**config.mk**
```make
export PLATFORM = sky130hd
export DESIGN_NAME = minaret_dmem_bridge
export DESIGN_NICKNAME = d
export VERILOG_FILES = /design/src/rtl/minaret_pkg.sv /design/src/rtl/minaret_dmem_bridge.sv
export SDC_FILE = /design/constraint.sdc
export NUM_CORES = 1
export LEC_CHECK = 0
export BUFFER_PORTS_ARGS = -buffer_cell sky130_fd_sc_hd__buf_2
export CORE_UTILIZATION = 40
export CTS_CLUSTER_DIAMETER = 150
export DETAILED_ROUTE_END_ITERATION = 8
export GPL_ROUTABILITY_DRIVEN = 0
export PLACE_DENSITY = 0.78
export SLEW_MARGIN = 20
export SYNTH_ARGS = -nofsm -noshare
export SYNTH_HDL_FRONTEND = slang
export SYNTH_SLANG_ARGS = --single-unit
```
**constraint.sdc**
```tcl
create_clock -name clk -period 2.16 [get_ports clk]
set_input_delay 0.648 -clock clk [delete_from_list [all_inputs] [get_ports clk]]
set_output_delay 0.648 -clock clk [all_outputs]
set_load 0.01 [all_outputs]
```
**src/rtl/minaret_pkg.sv**
```systemverilog
// Shared types and helpers for the minaret data-memory bridge.
package minaret_pkg;

    // Supported SRAM read latencies; the wait counter is sized for the maximum.
    localparam int unsigned LATENCY_MIN = 1;
    localparam int unsigned LATENCY_MAX = 4;
    localparam int unsigned CNT_W       = $clog2(LATENCY_MAX);

    typedef enum logic [1:0] {
        IDLE,
        ACCESS,
        WAIT,
        RESP
    } dmem_state_t;

    // Expand a per-byte enable into a 32-bit bit mask (bit b -> byte lane b).
    function automatic logic [31:0] expand_mask(input logic [3:0] mask);
        logic [31:0] res;
        for (int b = 0; b < 4; b++) begin
            res[8*b +: 8] = {8{mask[b]}};
        end
        return res;
    endfunction

endpackage

```
**src/rtl/minaret_dmem_bridge.sv**
```systemverilog
// Bridge from the minaret core's dmem valid/ready port to a word-wide,
// byte-enabled synchronous SRAM with a fixed read latency. One request is
// handled at a time; bad requests are answered with a one-cycle error pulse.
module minaret_dmem_bridge
    import minaret_pkg::*;
#(
    parameter logic [31:0] BASE    = 32'h0001_0000,
    parameter int unsigned DEPTH   = 4096,
    parameter int unsigned LATENCY = 1,
    localparam int unsigned AW     = $clog2(DEPTH)
) (
    input  logic          clk,
    input  logic          reset,
    input  logic          dmem_valid,
    output logic          dmem_ready,
    input  logic [31:0]   dmem_addr,
    input  logic [3:0]    dmem_wmask,
    input  logic [31:0]   dmem_wdata,
    input  logic [3:0]    dmem_rmask,
    output logic [31:0]   dmem_rdata,
    output logic          dmem_err,
    output logic          sram_en,
    output logic [3:0]    sram_we,
    output logic [AW-1:0] sram_addr,
    output logic [31:0]   sram_wdata,
    input  logic [31:0]   sram_rdata
);

    dmem_state_t      state_q, state_d;
    logic [CNT_W-1:0] cnt_q, cnt_d;
    logic [3:0]       rmask_q, rmask_d;
    logic             dmem_ready_q, dmem_ready_d;
    logic [31:0]      dmem_rdata_q, dmem_rdata_d;
    logic             dmem_err_q, dmem_err_d;
    logic             sram_en_q, sram_en_d;
    logic [3:0]       sram_we_q, sram_we_d;
    logic [AW-1:0]    sram_addr_q, sram_addr_d;
    logic [31:0]      sram_wdata_q, sram_wdata_d;

    logic [31:0]      offset;
    logic             in_range;
    logic             req_err;
    logic             req_noop;

    // Request decode: the range check tests the offset's high bits instead of
    // comparing against BASE+4*DEPTH, so it cannot wrap at the top of memory.
    always_comb begin
        offset   = dmem_addr - BASE;
        in_range = (dmem_addr >= BASE) && ((offset >> (AW + 2)) == 32'd0);
        req_err  = (dmem_addr[1:0] != 2'b00) || !in_range
                   || ((dmem_wmask != 4'd0) && (dmem_rmask != 4'd0));
        req_noop = (dmem_wmask == 4'd0) && (dmem_rmask == 4'd0);
    end

    // Next-state and next-output logic; every output is registered.
    always_comb begin
        // NOTE: every target gets a default first so no path infers a latch.
        state_d      = state_q;
        cnt_d        = cnt_q;
        rmask_d      = rmask_q;
        dmem_ready_d = 1'b0;
        dmem_rdata_d = dmem_rdata_q;
        dmem_err_d   = 1'b0;
        sram_en_d    = 1'b0;
        sram_we_d    = 4'd0;
        sram_addr_d  = sram_addr_q;
        sram_wdata_d = sram_wdata_q;

        unique case (state_q)
            IDLE: begin
                if (dmem_valid) begin
                    if (req_err || req_noop) begin
                        state_d      = RESP;
                        dmem_ready_d = 1'b1;
                        dmem_err_d   = req_err;
                        dmem_rdata_d = 32'd0;
                    end else begin
                        state_d      = ACCESS;
                        sram_en_d    = 1'b1;
                        sram_we_d    = dmem_wmask;
                        sram_addr_d  = offset[AW+1:2];
                        sram_wdata_d = dmem_wdata;
                        rmask_d      = dmem_rmask;
                    end
                end
            end
            ACCESS: begin
                if (rmask_q != 4'd0) begin
                    state_d = WAIT;
                    cnt_d   = CNT_W'(LATENCY - 1);
                end else begin
                    state_d      = RESP;
                    dmem_ready_d = 1'b1;
                end
            end
            WAIT: begin
                if (cnt_q == '0) begin
                    state_d      = RESP;
                    dmem_ready_d = 1'b1;
                    dmem_rdata_d = sram_rdata & expand_mask(rmask_q);
                end else begin
                    cnt_d = cnt_q - 1'b1;
                end
            end
            RESP: begin
                state_d      = IDLE;
                dmem_rdata_d = 32'd0;
            end
            default: state_d = IDLE;
        endcase
    end

    // State and output registers; reset aborts any transaction in flight.
    always_ff @(posedge clk or negedge reset) begin
        if (!reset) begin
            state_q      <= IDLE;
            cnt_q        <= '0;
            rmask_q      <= 4'd0;
            dmem_ready_q <= 1'b0;
            dmem_rdata_q <= 32'd0;
            dmem_err_q   <= 1'b0;
            sram_en_q    <= 1'b0;
            sram_we_q    <= 4'd0;
            sram_addr_q  <= '0;
            sram_wdata_q <= 32'd0;
        end else begin
            // NOTE: non-blocking so every flop samples pre-edge values.
            state_q      <= state_d;
            cnt_q        <= cnt_d;
            rmask_q      <= rmask_d;
            dmem_ready_q <= dmem_ready_d;
            dmem_rdata_q <= dmem_rdata_d;
            dmem_err_q   <= dmem_err_d;
            sram_en_q    <= sram_en_d;
            sram_we_q    <= sram_we_d;
            sram_addr_q  <= sram_addr_d;
            sram_wdata_q <= sram_wdata_d;
        end
    end

    assign dmem_ready = dmem_ready_q;
    assign dmem_rdata = dmem_rdata_q;
    assign dmem_err   = dmem_err_q;
    assign sram_en    = sram_en_q;
    assign sram_we    = sram_we_q;
    assign sram_addr  = sram_addr_q;
    assign sram_wdata = sram_wdata_q;

endmodule

```
==> flow_summary.json, run 1 <==
{
  "htree_levels": 3,
  "grt_pass1_wl_um": 15000,
  "die_w_um": 102,
  "fmax_ghz": 0.389,
  "placed_cells": 609,
  "peakVddDrop_v": 0.000497,
  "area_delta_synth_final_pct": 46.8,
  "tritoncts": "built",
  "syn_avg_cell_area_sq_um": 14.5,
  "cap_violations": 0,
  "rsz0062_at_grt": "true",
  "grt_util_all_layers": 0.189,
  "layout-drive-gt1-share": 0.646,
  "power.leakage_nw": 3.39,
  "cts_buffers": 9,
  "holdBufCountCts": 0,
  "min_period_over_period": 1.19,
  "path_max_fanout": 6,
  "fin_hold_ws_ns": 0.166,
  "clock_latency_ns": 0.36,
  "antenna_left": 0,
  "clk_path_buf_depth": 2,
  "antenna_cells": 0,
  "antenna_found_initial": 0,
  "layout_min_cycle_time_ns": 2.57,
  "utilization": 0.605,
  "viasPerCell": 4.83,
  "start_util": 0.412,
  "cts.clk_slew.worst_paths_ns": 0.10,
  "via_count": 3089,
  "worstMarginPinSlew_ns": 0.571,
  "synthesis.nets": 390,
  "row_count": 36,
  "hpwl_um": 6790,
  "grt_max_degree": 50,
  "port_buffers": 189,
  "nets": 614,
  "final.setup_skew_ns": 0.0108,
  "drt_iter0_drc": 57,
  "die_area_sq_um": 10400,
  "status": "finished, violations left",
  "drv_slew": 0,
  "finalHoldViolations": 0,
  "grt_pass1_vias": 3050,
  "arrival_ns": 2.82,
  "violations": "negative setup slack",
  "crit_type": "primary input to flip-flop",
  "crit_required_ns": 2.41,
  "synthCells": 277,
  "ys_seq_area_frac": 0.568,
  "overflow": 0,
  "setup_viol_count_final": 86,
  "die-height_um": 102,
  "end_kind": "flip-flop",
  "core_sq_um": 9730,
  "final_common_cell": "buf_2",
  "hp-class": "primary input to async pin",
  "first_pass_iters": 4,
  "instances_no_fill": 639,
  "ys_ff_latch": 91,
  "syn_area_sq_um": 4010,
  "yosys_warnings": 0,
  "clock-sinks": 91,
  "fin_ws_ns": -0.410,
  "slew_headroom": 0.616,
  "cts_root_buf": "clkbuf_8",
  "wl_per_cell_um": 16.3,
  "routed_wl_um": 10400,
  "crit_path_start_kind": "primary input",
  "ios": 190,
  "layout_common_cells": "buf_2 (187), dfrtp_1 (91), mux2_4 (49)",
  "p_per_area_nw_per_um2": 769,
  "setup-tns-final_ns": -30.49,
  "drc": 0,
  "pre_cts_ws_ns": -0.819,
  "ys_types": 36
}
-- worst max-delay path, cell delays in order --
cell and delay, ns:
buf_6 0.09, or4_4 0.58, nor4_4 0.30, nand3_2 0.14
nor4_4 0.30, buf_4 0.18, buf_6 0.13, buf_16 0.12
mux2_2 0.32
-- timing repair --
item,4_1_cts,5_1_grt
gates resized for setup,19,4
pin swaps,0,1
setup buffers,4,1
gates cloned,4,5
setup endpoints to repair,85,85
endpoints found under the hold margin,0,0
-- layout make-up --
class | count | area [sq um]
well taps | 133 | 166
clock buffers | 10 | 138
fillers | 814 | 3850
repair buffers | 224 | 1430
inverters | 5 | 18.8
clock inverters | 6 | 100
flip-flops and latches | 91 | 2280
multi-input cells | 170 | 1760
-- worst paths after layout --
kind,start,to,slack (ns),cells past startpoint
setup / recovery,dmem_addr[24],sram_wdata[9]$_DFFE_PN0P_,-0.41,9
hold / removal,reset,sram_wdata[27]$_DFFE_PN0P_,0.17,1
setup reg to reg,state_q[1]$_DFFE_PN0P_,sram_wdata[9]$_DFFE_PN0P_,0.03,8
hold reg to reg,sram_wdata[28]$_DFFE_PN0P_,sram_wdata[28]$_DFFE_PN0P_,0.49,1
max in group asynchronous,reset,dmem_rdata[15]$_DFFE_PN0P_,1.41,2
min in group clk,sram_wdata[28]$_DFFE_PN0P_,sram_wdata[28]$_DFFE_PN0P_,0.49,1
-- report_power, final --
| part | internal [W] | switching, W |
|---|---|---|
| sequential | 0.00174 | 0.0000235 |
| clock | 0.000695 | 0.000630 |
| combinational | 0.000726 | 0.000710 |
| total | 0.00316 | 0.00136 |
-- cells in the mapped netlist, drive strengths merged --
cell type	count	area [sq um]
dfrtp	91	2280
mux2	80	1010
and3	32	200
buf	8	66.3
ha	6	75.1
nor4	6	43.8
inv	5	18.8
nand2	5	18.8
nor2	5	18.8
o21ai	5	25.0
or4	5	45.0
and2	4	25.0
clkbuf	3	11.3
nand3	3	15.0
nor3	3	15.0
or3	2	12.5
a2111oi	1	15.0
a21oi	1	5.00
a22oi	1	7.51
a31oi	1	6.26
a32oi	1	8.76
nand2b	1	6.26
nand4	1	6.26
o311ai	1	8.76
o31ai	1	7.51
o32ai	1	8.76
o41a	1	21.3
or2	1	6.26
or4b	1	10.0
xnor2	1	8.76
-- cell families (layout without fill, tap and decap cells) --
kind of cell,count (synthesis),in the layout,synth area share
muxes,80,80,0.253
DFF,91,91,0.568
AOI/OAI and AO/OA,14,14,0.0284
adders and majority gates,6,6,0.0187
xor gates and xnor gates,1,1,0.00219
and+or+nand+nor,69,69,0.106
buffers and inverters,16,245,0.0240
-- per-stage QoR --
step                area (sq um)  total power (W)
detailed placement          5320          0.00292
floorplan                   4100          0.00266
CTS                         5750          0.00426
finish                      5880          0.00452
global placement            5320          0.00288
global route                5880          0.00475
-- sequential cells by signal, indices dropped and copies added (netlist names) --
signal / flops
rmask_q: 4
sram_wdata: 32
sram_en: 1
cnt_q: 2
sram_we: 4
dmem_rdata: 32
dmem_ready: 1
sram_addr: 12
state_q: 2
dmem_err: 1
-- layer usage --
| metal | vias up | global-route usage | wire (um) |
|---|---|---|---|
| met5 | - | 0 | 0 |
| met4 | 0 | 0.0495 | 73 |
| met3 | 7 | 0.0643 | 669 |
| met2 | 113 | 0.324 | 5190 |
| met1 | 1504 | 0.227 | 4510 |
| li1 | 1465 | - | - |
(Power assumes the default switching activity.)
==> inputs of run 2 (changes only) <==
Settings changed: CORE_UTILIZATION 40 to 35, PLACE_DENSITY 0.78 to 0.68.
==> flow_summary.json, run 2 (same netlist as run 1, synthesis figures left out) <==
{
  "rsz0062_at_grt": "true",
  "port_buffers": 189,
  "cp_slowest_cell": "or4_4",
  "peakVddDrop_v": 0.000753,
  "grt_pass1_wl_um": 15300,
  "antenna_found_initial": 1,
  "clk_path_buf_depth": 2,
  "p_per_area_nw_per_um2": 758,
  "path_max_fanout": 32,
  "fin_ws_ns": -0.398,
  "p_switching_w": 0.00134,
  "crit_type": "primary input to flip-flop",
  "die-height_um": 109,
  "clock-sinks": 91,
  "cts_buffers": 9,
  "row_count": 38,
  "grt_max_degree": 45,
  "nets": 607,
  "fmax_ghz": 0.391,
  "routed_wl_um": 10200,
  "htree_levels": 3,
  "hpwl_um": 7000,
  "crit_path_start_kind": "primary input",
  "tritoncts": "built",
  "drc": 0,
  "overflow": 0,
  "fin_area_sq_um": 5830,
  "p_int_w": 0.00308,
  "slowest_delay_ns": 0.58,
  "layout_common_cells": "buf_2 (187), dfrtp_1 (91), mux2_4 (61)",
  "layout-drive-gt1-share": 0.643,
  "start_util": 0.365,
  "layout_min_cycle_time_ns": 2.56,
  "fill_cells": 956,
  "antenna_cells": 0,
  "first_pass_iters": 4,
  "status": "finished, violations left",
  "finalHoldViolations": 0,
  "p_comb_frac": 0.262,
  "grt_pass1_vias": 3123,
  "cap_violations": 0,
  "path_cells": "buf_6 -> or4_4 -> a2111oi_4 -> nor2_2 -> o41a_4 -> buf_12 -> mux2_4",
  "via_count": 3076,
  "arrival_ns": 2.78,
  "hp-class": "primary input to async pin",
  "die_area_sq_um": 11900,
  "antenna_left": 0,
  "core_sq_um": 11000,
  "cts_root_buf": "clkbuf_16",
  "grt_util_all_layers": 0.171,
  "slew_headroom": 0.624,
  "clkPwrFrac": 0.339,
  "end_kind": "flip-flop",
  "cts.clk_slew.worst_paths_ns": 0.07,
  "clock_latency_ns": 0.34,
  "postPlaceCellArea_sq_um": 5340,
  "worstMarginPinSlew_ns": 0.559,
  "fin_hold_ws_ns": 0.230,
  "pwr-share-seq": 0.399,
  "die_w_um": 109,
  "crit_required_ns": 2.38,
  "setup_viol_count_final": 81,
  "violations": "negative setup slack",
  "ios": 190,
  "viasPerCell": 4.81,
  "drt_iter0_drc": 135,
  "area_delta_synth_final_pct": 45.5,
  "final.setup_skew_ns": 0.00749,
  "swShare": 0.304,
  "utilization": 0.531,
  "power.leakage_nw": 3.36,
  "drv_slew": 0,
  "min_period_over_period": 1.18,
  "final_common_cell": "buf_2",
  "wl_per_cell_um": 16.0
}
-- run 2: cell count changes in the layout (fill, tap and decap cells not counted), moves of 3 or more --
cell	change
buf_16	-4
clkbuf_16	+6
clkbuf_8	-9
inv_6	+3
mux2_2	-12
mux2_4	+12
-- run 2: layer usage --
metal	GRT usage	vias up	share of wire
met5	0	-	0.0013
met4	0.0705	2	0.013
met3	0.0430	10	0.065
met2	0.284	113	0.48
met1	0.212	1509	0.44
li1	-	1442	-
-- run 2: power by group through the flow --
stage / logic (W) / registers [W] / clock network, W
after floorplan: 0.000849 / 0.00181 / 0
after global placement: 0.00112 / 0.00179 / 0
after detailed placement: 0.00116 / 0.00179 / 0
after CTS: 0.00116 / 0.00176 / 0.00154
after global routing: 0.00126 / 0.00176 / 0.00162
final: 0.00116 / 0.00176 / 0.00150
-- run 2: critical path, delay by kind of cell --
kind	cells	cell delay, ns
AOI/OAI and AO/OA	2	0.81
buffers and inverters	2	0.28
muxes	1	0.33
and+or+nand+nor	2	0.68
-- run 2: timing repair --
action	4_1_cts	5_1_grt
cloned	3	1
hold endpoints to repair	0	0
endpoints found under the setup margin	85	87
hold buffers	0	0
resized for setup	17	16
pin swaps	0	1
setup buffers	6	0
-- run 2: final cells by class --
cell class | count | area, sq um | area share
well taps | 140 | 175 | 0.0300
clock buffers | 10 | 239 | 0.0410
clock inverters | 6 | 47.5 | 0.00815
flip-flops and latches | 91 | 2280 | 0.390
inverters | 5 | 18.8 | 0.00322
repair buffers | 217 | 1260 | 0.215
multi-input cells | 170 | 1820 | 0.312
-- run 2: worst paths after layout --
check / cells past startpoint / slack (ns) / to / startpoint
worst max-delay path: 7 / -0.40 / dmem_rdata[1]$_DFFE_PN0P_ / dmem_addr[24]
worst min-delay path: 1 / 0.23 / dmem_rdata[9]$_DFFE_PN0P_ / reset
worst max register to register: 7 / 0.03 / sram_wdata[19]$_DFFE_PN0P_ / state_q[1]$_DFFE_PN0P_
worst min register to register: 1 / 0.49 / sram_wdata[25]$_DFFE_PN0P_ / sram_wdata[25]$_DFFE_PN0P_
max in group asynchronous: 2 / 1.31 / sram_wdata[31]$_DFFE_PN0P_ / reset
min in group clk: 1 / 0.49 / sram_wdata[25]$_DFFE_PN0P_ / sram_wdata[25]$_DFFE_PN0P_
-- run 2: stage by stage --
| stage | total power, W | worst slack [ns] | cells | TNS (ns) |
|---|---|---|---|---|
| 5_1_grt | 0.00464 | -0.480 | 639 | -36.47 |
| 4_1_cts | 0.00447 | -0.415 | 641 | -30.40 |
| 6_report | 0.00442 | -0.398 | 639 | -29.25 |
| 3_5_place_dp | 0.00295 | -0.835 | 616 | -66.06 |
| 2_1_floorplan | 0.00266 | -0.577 | 277 | -41.87 |
| 3_3_place_gp | 0.00291 | -0.765 | 616 | -61.35 |
==> inputs of run 3 (changes only) <==
Settings changed: BUFFER_PORTS_ARGS -buffer_cell sky130_fd_sc_hd__buf_2 to unset, DONT_BUFFER_PORTS set to 1, PLACE_DENSITY 0.68 to 0.54, RECOVER_POWER set to 25.
==> flow_summary.json, run 3 (same netlist as run 1, synthesis figures left out) <==
{
  "core_sq_um": 11000,
  "peakVddDrop_v": 0.000520,
  "grt_pass1_wl_um": 13000,
  "drv_slew": 0,
  "first_pass_iters": 4,
  "rsz0062_at_grt": "true",
  "tritoncts": "built",
  "status": "finished, violations left",
  "layout_min_cycle_time_ns": 2.55,
  "drc": 0,
  "setup_viol_count_final": 80,
  "path_cells": "or4_4 -> nor4_4 -> nand4_1 -> o41a_4 -> buf_16 -> mux2_4",
  "fin_hold_ws_ns": -0.000750,
  "ios": 190,
  "area_delta_synth_final_pct": 23.3,
  "arrival_ns": 2.76,
  "die_area_sq_um": 11900,
  "viasPerCell": 5.43,
  "grt_pass1_vias": 2514,
  "final_common_cell": "dfrtp_1",
  "slowest_delay_ns": 0.57,
  "utilization": 0.450,
  "crit_path_start_kind": "primary input",
  "antenna_left": 0,
  "routed_wl_um": 9450,
  "cts_root_buf": "clkbuf_16",
  "finalHoldViolations": 2,
  "path_max_fanout": 16,
  "violations": "negative hold slack, negative setup slack",
  "clock-sinks": 91,
  "layout-drive-gt1-share": 0.427,
  "hp-class": "primary input to async pin",
  "end_kind": "flip-flop",
  "fill_cells": 984,
  "worstMarginPinSlew_ns": 0.438,
  "slew_headroom": 0.706,
  "final.setup_skew_ns": 0.00582,
  "p_per_area_nw_per_um2": 888,
  "htree_levels": 3,
  "die-height_um": 109,
  "start_util": 0.365,
  "cts.clk_slew.worst_paths_ns": 0.06,
  "overflow": 0,
  "clock_latency_ns": 0.34,
  "cap_violations": 0,
  "grt_max_degree": 92,
  "antenna_found_initial": 0,
  "die_w_um": 109,
  "grt_util_all_layers": 0.148,
  "drt_iter0_drc": 119,
  "power.leakage_nw": 2.48,
  "clk_path_buf_depth": 2,
  "crit_required_ns": 2.38,
  "layout_common_cells": "dfrtp_1 (91), mux2_4 (60), and3_1 (32)",
  "via_count": 2439,
  "fin_ws_ns": -0.386,
  "hpwl_um": 5820,
  "cts_buffers": 9,
  "row_count": 38,
  "crit_type": "primary input to flip-flop",
  "port_buffers": 0,
  "cp_slowest_cell": "or4_4",
  "antenna_cells": 0,
  "nets": 417,
  "min_period_over_period": 1.18,
  "fmax_ghz": 0.393,
  "wl_per_cell_um": 21.0
}
==> run 3: layout make-up <==
cell class / count / area (sq um) / share of cell area
clock buffers: 11 / 243 / 0.0491
well taps: 140 / 175 / 0.0355
inverters: 5 / 18.8 / 0.00380
clock inverters: 5 / 38.8 / 0.00785
flip-flops and latches: 91 / 2280 / 0.461
multi-input cells: 170 / 1810 / 0.367
repair buffers: 27 / 377 / 0.0762
==> run 3: worst paths after layout <==
path,start,endpoint,slack (ns),cells after the start
worst max register to register,state_q[1]$_DFFE_PN0P_,sram_wdata[15]$_DFFE_PN0P_,0,8
worst max-delay path,dmem_addr[24],dmem_rdata[18]$_DFFE_PN0P_,-0.39,6
min in group clk,dmem_wmask[0],sram_we[0]$_DFF_PN0_,0.44,1
worst min-delay path,reset,dmem_rdata[11]$_DFFE_PN0P_,-0.0007,0
max in group asynchronous,reset,sram_wdata[18]$_DFFE_PN0P_,2.01,0
worst min register to register,cnt_q[1]$_DFFE_PN0P_,cnt_q[1]$_DFFE_PN0P_,0.51,2
==> run 3: report_power, final <==
part,internal (W),switching (W),total [W]
sequential,0.00174,0.0000321,0.00177
combinational,0.000550,0.000598,0.00115
clock,0.000813,0.000655,0.00147
==> run 3: what timing repair did <==
| item | 4_1_cts | 5_1_grt |
|---|---|---|
| setup endpoints to repair | 80 | 85 |
| pin swaps | 0 | 3 |
| buffers inserted | 4 | 1 |
| hold endpoints to repair | 91 | 91 |
| resized for setup | 13 | 21 |
| gates cloned | 2 | 6 |
==> run 3: critical path, delay by kind of cell <==
family	cells	cell delay, ns
muxes	1	0.30
buffers and inverters	1	0.19
AOI/OAI and AO/OA	1	0.56
and+or+nand+nor	3	1.06
==> run 3: metrics by stage <==
stage,total power (W),worst slack (ns),instances,TNS (ns),area [sq um]
after CTS,0.00426,-0.332,442,-22.29,4730
after global placement,0.00277,-0.696,420,-53.24,4330
after floorplan,0.00266,-0.577,277,-41.87,4100
after detailed placement,0.00278,-0.742,420,-55.88,4330
final,0.00439,-0.386,449,-25.94,4940
after global routing,0.00460,-0.420,449,-30.89,4940
==> run 3: routing by layer <==
metal	up-vias	track usage	part of all wire
li1	1068	-	-
met1	1240	0.187	0.44
met5	-	0	0
met2	123	0.219	0.45
met3	8	0.0538	0.091
met4	0	0.0820	0.012
